`src/rtl/alu_control_seq_pkg.sv`:
```
// ============================================================================
// alu_control_seq_pkg
// Function codes, HI/LO store encodings, FSM states and the decode table.
// Rev 1.0
// ============================================================================
`default_nettype none

package alu_control_seq_pkg;

  typedef enum logic [1:0] {
    ST_IDLE     = 2'd0,
    ST_MD_RUN   = 2'd1,
    ST_MD_STORE = 2'd2
  } state_t;

  localparam logic [31:0] c_fn_add   = 32'd0;
  localparam logic [31:0] c_fn_or    = 32'd8;
  localparam logic [31:0] c_fn_div   = 32'd9;
  localparam logic [31:0] c_fn_mult  = 32'd10;
  localparam logic [31:0] c_fn_subu  = 32'd11;

  localparam logic [1:0] c_storemd_none = 2'b00;
  localparam logic [1:0] c_storemd_div  = 2'b01;
  localparam logic [1:0] c_storemd_mult = 2'b10;

  typedef struct packed {
    logic [2:0] aluop;
    logic [1:0] condtype;
    logic       orop;
    logic       ovf;
    logic [2:0] srcout;
    logic       legal;
  } dec_t;

  // MULT/DIV are legal but drive no single-cycle controls; the sequencer owns them.
  function automatic dec_t decode_fn(input logic [31:0] code);
    dec_t d;
    d       = '0;
    d.legal = 1'b1;
    case (code)
      c_fn_add: d.srcout = 3'd3;
      32'd1, 32'd2, 32'd4: begin
        d.aluop  = code[2:0];
        d.ovf    = 1'b1;
        d.srcout = 3'd3;
      end
      32'd3, 32'd5, 32'd6: begin
        d.aluop  = code[2:0];
        d.srcout = 3'd3;
      end
      32'd7: begin
        d.aluop  = 3'd7;
        d.srcout = 3'd2;
      end
      c_fn_or: begin
        d.orop   = 1'b1;
        d.srcout = 3'd4;
      end
      c_fn_div, c_fn_mult: d.legal = 1'b1;
      c_fn_subu: begin
        d.aluop  = 3'd1;
        d.srcout = 3'd3;
      end
      32'd12: d.srcout = 3'd1;
      32'd13: d.srcout = 3'd0;
      32'd14, 32'd15, 32'd16, 32'd17: d.condtype = code[1:0] + 2'd2;
      default: d.legal = 1'b0;
    endcase
    return d;
  endfunction

endpackage

`default_nettype wire

```
`src/rtl/alu_control_seq_md_watchdog.sv`:
```
// ============================================================================
// alu_control_seq_md_watchdog
// Saturating MULT/DIV cycle counter; expired flags the last permitted cycle.
// Rev 1.0
// ============================================================================
`default_nettype none

module alu_control_seq_md_watchdog #(
  parameter int MD_TIMEOUT = 40
) (
  input  logic clk,
  input  logic reset,
  input  logic clear,
  input  logic enable,
  output logic expired
);

  localparam int c_cnt_w = (MD_TIMEOUT > 2) ? $clog2(MD_TIMEOUT) : 1;
  localparam logic [c_cnt_w-1:0] c_last = c_cnt_w'(MD_TIMEOUT - 1);

  logic [c_cnt_w-1:0] r_count;

  // Holding at c_last keeps the counter from ever wrapping.
  always_ff @(posedge clk or posedge reset) begin
    if (reset) begin
      r_count <= '0;
    end else if (clear) begin
      r_count <= '0;
    end else if (enable && (r_count != c_last)) begin
      r_count <= r_count + c_cnt_w'(1);
    end
  end

  assign expired = (r_count == c_last);

endmodule

`default_nettype wire

```
`src/rtl/alu_control_seq.sv`:
```
// ============================================================================
// alu_control_seq
// Registered ALU control decoder with MULT/DIV start/done sequencing.
// Rev 1.0
// ============================================================================
`default_nettype none

module alu_control_seq #(
  parameter int CTRL_W     = 5,
  parameter int ALUOP_W    = 3,
  parameter int SRC_W      = 3,
  parameter int DATA_W     = 32,
  parameter int MD_TIMEOUT = 40
) (
  input  logic               clk,
  input  logic               reset,
  input  logic               op_valid,
  input  logic [CTRL_W-1:0]  controlType,
  input  logic [DATA_W-1:0]  divisor,
  input  logic               md_done,
  output logic [ALUOP_W-1:0] ALUOp,
  output logic [1:0]         condType,
  output logic               orOp,
  output logic               overflowOp,
  output logic [SRC_W-1:0]   SrcOut,
  output logic [1:0]         StoreMD,
  output logic               md_start,
  output logic               md_sel,
  output logic               stall,
  output logic               op_done,
  output logic               div_zero,
  output logic               md_timeout,
  output logic               illegal_op
);

  import alu_control_seq_pkg::*;

  state_t               r_state;
  state_t               w_state_nxt;
  logic [31:0]          w_code;
  dec_t                 w_dec;
  logic [ALUOP_W-1:0]   w_aluop_nxt;
  logic [1:0]           w_cond_nxt;
  logic                 w_orop_nxt;
  logic                 w_ovf_nxt;
  logic [SRC_W-1:0]     w_src_nxt;
  logic                 w_sel_nxt;
  logic [1:0]           w_storemd_nxt;
  logic                 w_start_nxt;
  logic                 w_done_nxt;
  logic                 w_dz_nxt;
  logic                 w_to_nxt;
  logic                 w_ill_nxt;
  logic                 w_wd_clear;
  logic                 w_wd_en;
  logic                 w_wd_expired;

  assign w_code = 32'(controlType);

  alu_control_seq_md_watchdog #(
    .MD_TIMEOUT (MD_TIMEOUT)
  ) u_md_watchdog (
    .clk     (clk),
    .reset   (reset),
    .clear   (w_wd_clear),
    .enable  (w_wd_en),
    .expired (w_wd_expired)
  );

  always_comb begin
    w_dec         = decode_fn(w_code);
    w_state_nxt   = r_state;
    w_aluop_nxt   = ALUOp;
    w_cond_nxt    = condType;
    w_orop_nxt    = orOp;
    w_ovf_nxt     = overflowOp;
    w_src_nxt     = SrcOut;
    w_sel_nxt     = md_sel;
    w_storemd_nxt = c_storemd_none;
    w_start_nxt   = 1'b0;
    w_done_nxt    = 1'b0;
    w_dz_nxt      = 1'b0;
    w_to_nxt      = 1'b0;
    w_ill_nxt     = 1'b0;
    w_wd_clear    = 1'b1;
    w_wd_en       = 1'b0;

    case (r_state)
      ST_IDLE: begin
        if (op_valid) begin
          w_aluop_nxt = ALUOP_W'(w_dec.aluop);
          w_cond_nxt  = w_dec.condtype;
          w_orop_nxt  = w_dec.orop;
          w_ovf_nxt   = w_dec.ovf;
          w_src_nxt   = SRC_W'(w_dec.srcout);
          w_sel_nxt   = 1'b0;
          if (!w_dec.legal) begin
            w_ill_nxt  = 1'b1;
            w_done_nxt = 1'b1;
          end else if (w_code == c_fn_div) begin
            if (divisor == '0) begin
              w_dz_nxt   = 1'b1;
              w_done_nxt = 1'b1;
            end else begin
              w_sel_nxt   = 1'b1;
              w_start_nxt = 1'b1;
              w_state_nxt = ST_MD_RUN;
            end
          end else if (w_code == c_fn_mult) begin
            w_start_nxt = 1'b1;
            w_state_nxt = ST_MD_RUN;
          end else begin
            w_done_nxt = 1'b1;
          end
        end
      end
      ST_MD_RUN: begin
        w_wd_clear = 1'b0;
        w_wd_en    = 1'b1;
        // md_done takes priority over a watchdog expiry in the same cycle.
        if (md_done) begin
          w_state_nxt   = ST_MD_STORE;
          w_storemd_nxt = md_sel ? c_storemd_div : c_storemd_mult;
          w_done_nxt    = 1'b1;
        end else if (w_wd_expired) begin
          w_state_nxt = ST_IDLE;
          w_to_nxt    = 1'b1;
          w_done_nxt  = 1'b1;
        end
      end
      ST_MD_STORE: w_state_nxt = ST_IDLE;
      default:     w_state_nxt = ST_IDLE;
    endcase
  end

  always_ff @(posedge clk or posedge reset) begin
    if (reset) begin
      r_state    <= ST_IDLE;
      ALUOp      <= '0;
      condType   <= '0;
      orOp       <= 1'b0;
      overflowOp <= 1'b0;
      SrcOut     <= '0;
      md_sel     <= 1'b0;
      StoreMD    <= c_storemd_none;
      md_start   <= 1'b0;
      stall      <= 1'b0;
      op_done    <= 1'b0;
      div_zero   <= 1'b0;
      md_timeout <= 1'b0;
      illegal_op <= 1'b0;
    end else begin
      r_state    <= w_state_nxt;
      ALUOp      <= w_aluop_nxt;
      condType   <= w_cond_nxt;
      orOp       <= w_orop_nxt;
      overflowOp <= w_ovf_nxt;
      SrcOut     <= w_src_nxt;
      md_sel     <= w_sel_nxt;
      StoreMD    <= w_storemd_nxt;
      md_start   <= w_start_nxt;
      stall      <= (w_state_nxt == ST_MD_RUN);
      op_done    <= w_done_nxt;
      div_zero   <= w_dz_nxt;
      md_timeout <= w_to_nxt;
      illegal_op <= w_ill_nxt;
    end
  end

endmodule

`default_nettype wire

```
`config.mk`:
```
export PLATFORM = sky130hd
export DESIGN_NAME = alu_control_seq
export DESIGN_NICKNAME = d
export VERILOG_FILES = /design/src/rtl/alu_control_seq_pkg.sv /design/src/rtl/alu_control_seq_md_watchdog.sv /design/src/rtl/alu_control_seq.sv
export SDC_FILE = /design/constraint.sdc
export NUM_CORES = 1
export LEC_CHECK = 0
export ABC_AREA = 1
export CAP_MARGIN = 30
export CORE_ASPECT_RATIO = 1.4
export CORE_MARGIN = 2
export CORE_UTILIZATION = 44
export DETAILED_ROUTE_END_ITERATION = 10
export PLACE_DENSITY = 0.84
export SLEW_MARGIN = 10
export SYNTH_ARGS = -nofsm -noshare
export SYNTH_HDL_FRONTEND = slang
export SYNTH_SLANG_ARGS = --single-unit
```
`constraint.sdc`:
```
create_clock -name clk -period 3.6 [get_ports clk]
set_input_delay 0.36 -clock clk [delete_from_list [all_inputs] [get_ports clk]]
set_output_delay 0.36 -clock clk [all_outputs]
set_load 0.01 [all_outputs]
```
==> summary.txt <==
SYNTH
--------------------------------------------------------------------------------
Yosys reg bits                                                                26
Post-synthesis net count                                                     214
Cell area after synthesis                                             1344 sq um
Yosys warns                                                                    0
Yosys cell types                                                              25
Sequential share of the synthesized area                                  48.42%
Post-synthesis cell count                                                    172
Mean post-synth cell area                                            7.813 sq um

CRITICAL PATH
--------------------------------------------------------------------------------
WP data arrival                                                          1210 ps
Chain of cells forming the critical path                            clkdlybuf4s50_1
Launching element type of the critical path                             register
Required @ worst endpoint                                                3240 ps
Max FO, Critical Path                                                          4
Gate family responsible for the most delay along the worst path     buffers and inverters
Type of the worst setup path                                          reg -> out
Buffer and inverter count on the worst path                                    1
Crit-path slowest cell                                              clkdlybuf4s50_1
Highest cell delay on the worst timing path                               550 ps
CP Capture Type                                                       output pin

GRT
--------------------------------------------------------------------------------
Vias in the first global route                                              1295
Number of antenna violations at the first check in global routing              0
First-pass GRT wire length                                               5050 um
Total gr overflow                                                              0
All-Layer GR Usage                                                        18.18%
Pin count of the biggest net entering global routing                          27

FLOORPLAN
--------------------------------------------------------------------------------
Initial core utilization                                                  46.70%
Num rows                                                                      23
Number of ports placed on the die boundary                                    60
Die Span X                                                              50.71 um
Height of the chip                                                      69.39 um
Core Footprint                                                        2878 sq um
Die outline area                                                      3518 sq um

POWER
--------------------------------------------------------------------------------
Total chip power                                                       0.6009 mW
Leak Pwr                                                               0.9249 nW
Max IR drop VDD                                                        0.1847 mV
Pwr dens                                                            297.7 nW/um^2

CTS
--------------------------------------------------------------------------------
Post-cts resize count                                                          0
Number of buffers created by CTS                                               3
Number of buffers between clock root and the deepest sink                      2
Clock transition at the registers of the reported paths                    80 ps
CTS tree                                                                     yes
Clock latency on the worst-skew pair                                      260 ps
Clock sink total                                                              26
Number of hold buffers added after cts                                         0
Post CTS Setup Buffer Count                                                    0
CTS Root Cell                                                           clkbuf_8
Total number of H-tree levels                                                  1

ROUTING
--------------------------------------------------------------------------------
Vias per inst                                                              4.852
Via total after detailed routing                                            1310
DRT iter0 DRCs                                                                30
Detailed-route wire length per cell                                     10.78 um
Detailed-routing iteration count for the pre-antenna-repair pass               4
DRC                                                                            0
Antenna-violating nets left                                                    0
WL final                                                                 2910 um

FINISH
--------------------------------------------------------------------------------
Share of post-route cells with drive strength above 1                     8.584%
Final cell count without fillers                                             270
Final non-filler cell area                                            2018 sq um
Area grow syn2layout                                                      50.19%
Net count of the finished layout                                             277
Sequential cell area                                                 650.6 sq um
Number of inserted filler cells in the final layout                          250
Multi-input logic area                                               603.1 sq um
Inserted Diodes                                                                0

PLACE
--------------------------------------------------------------------------------
IO buf count                                                                  59
Placed cell count                                                            266
Placed wire-length estimate                                              2448 um
Final GP Congestion                                                       0.8824
Dpl ws                                                                   1870 ps
Area after DPL                                                        1962 sq um

STA
--------------------------------------------------------------------------------
Final count of hold timing violations                                          0
Total of endpoints with negative setup slack in the final report               0
Slew Limit Fails                                                               0
Relative max-transition margin                                            72.03%
Peak clock frequency supported by timing                              0.6378 GHz
Maximum clock skew at final layout                                      1.597 ps
Tmin final                                                               1568 ps
Worst setup margin                                                       2032 ps
Transition at the pin with the smallest max-transition slack            419.1 ps
Setup repair after global routing missed its margin                        false
Ratio of final minimum period to clock period                             43.55%
Accumulated negative setup slack                                            0 ps

RUN STATUS
--------------------------------------------------------------------------------
Outcome                                                             finished, final reports clean

FLOW RUN
--------------------------------------------------------------------------------
Max-cap violations                                                             0

HOLD PATH
--------------------------------------------------------------------------------
Type of the most critical hold path                                  in -> async

## worst paths after layout
| kind | startpoint | end | slack (ps) | cells after the start |
|---|---|---|---|---|
| hold / removal | reset | StoreMD[0] | 390 | 2 |
| hold reg to reg | condType[1] | condType[1] | 490 | 2 |
| setup reg to reg | r_state[0] | div_zero | 2230 | 7 |
| setup / recovery | md_sel | md_sel | 2030 | 1 |
| min in group clk | condType[1] | condType[1] | 490 | 2 |
| max in group asynchronous | reset | ALUOp[1] | 2760 | 3 |
## logic make-up (layout without fill, tap and decap cells)
group / after synthesis / in the layout / share of synthesized area [%]
AO/OA/AOI/OAI: 17 / 17 / 7.541
XOR/XNOR: 2 / 2 / 1.304
adder cells (fa/ha/maj): 1 / 1 / 0.9309
buffers and inverters: 21 / 82 / 6.703
flip-flops: 26 / 26 / 48.42
AND/OR/NAND/NOR: 105 / 105 / 35.10
## cells in the mapped netlist
library cell  number  area (sq um)
nand2_1           44         165.2
inv_2              4         15.01
nor2_2             3         18.77
nor4_4             1         21.27
xor2_1             2         17.52
nand3_1            6         30.03
o21bai_1           2         15.01
ha_1               1         12.51
a21oi_1            5         25.02
o31ai_1            1         7.510
and3_1             1         6.260
inv_1             15         56.30
a31oi_1            1         6.260
nand3_2            2         20.02
o21ai_1            2         10.01
nand2_2            3         18.77
o21ai_0            5         25.02
buf_4              1         7.510
nand4_1            2         12.51
nor3_1             4         20.02
nor2_1            37         138.9
nor3_2             2         20.02
dfrtp_1           26         650.6
buf_6              1         11.26
o211ai_2           1         12.51
## cells in the final DEF (no fill, tap or decap), drive strengths merged, types with 3 or more instances in the layout
cell and count:
nand3 8, a21oi 5, nor2 40, clkbuf 3, nor3 6, o21ai 7
clkdlybuf4s50 59, dfrtp 26, nand2 47, inv 19
## stage by stage
| stage | hold WS (ps) | utilization, % |
|---|---|---|
| global route | 440.3 | 70.13 |
| detailed placement | 468.5 | 68.17 |
| global placement | 481.2 | 68.17 |
| floorplan | 400.0 | - |
| CTS | 500.3 | 69.61 |
| finish | 392.7 | 70.13 |
## where the power goes
part           internal [mW]  switching [mW]  leakage, nW
Sequential             0.306         0.00743        0.349
Clock                 0.0746          0.0779       0.0216
Combinational         0.0779          0.0573        0.554
## per-layer routing
| layer | wire (um) | part of all wire (%) | global-route usage, % | up-vias |
|---|---|---|---|---|
| li1 | - | - | - | 668 |
| met1 | 1067 | 37 | 17.65 | 606 |
| met2 | 1687 | 58 | 36.55 | 30 |
| met4 | 48 | 1.6 | 6.907 | 0 |
| met5 | 0 | 0 | 0 | - |
| met3 | 106 | 3.6 | 2.371 | 6 |
## cell type report
cell class,instances,share of cell area (%)
clock buffers,3,2.046
inverters,19,3.534
multi-input cells,125,29.88
flip-flops and latches,26,32.24
well taps,37,2.294
repair buffers,60,30.01
## sequential cells by signal, summed over array words and instances (netlist names)
register               count
u_md_watchdog.r_count      6
ALUOp                      3
SrcOut                     2
StoreMD                    2
condType                   2
r_state                    2
div_zero                   1
illegal_op                 1
md_sel                     1
md_start                   1
md_timeout                 1
op_done                    1
orOp                       1
overflowOp                 1
stall                      1
Note: power is estimated with default switching activity, not from simulation.
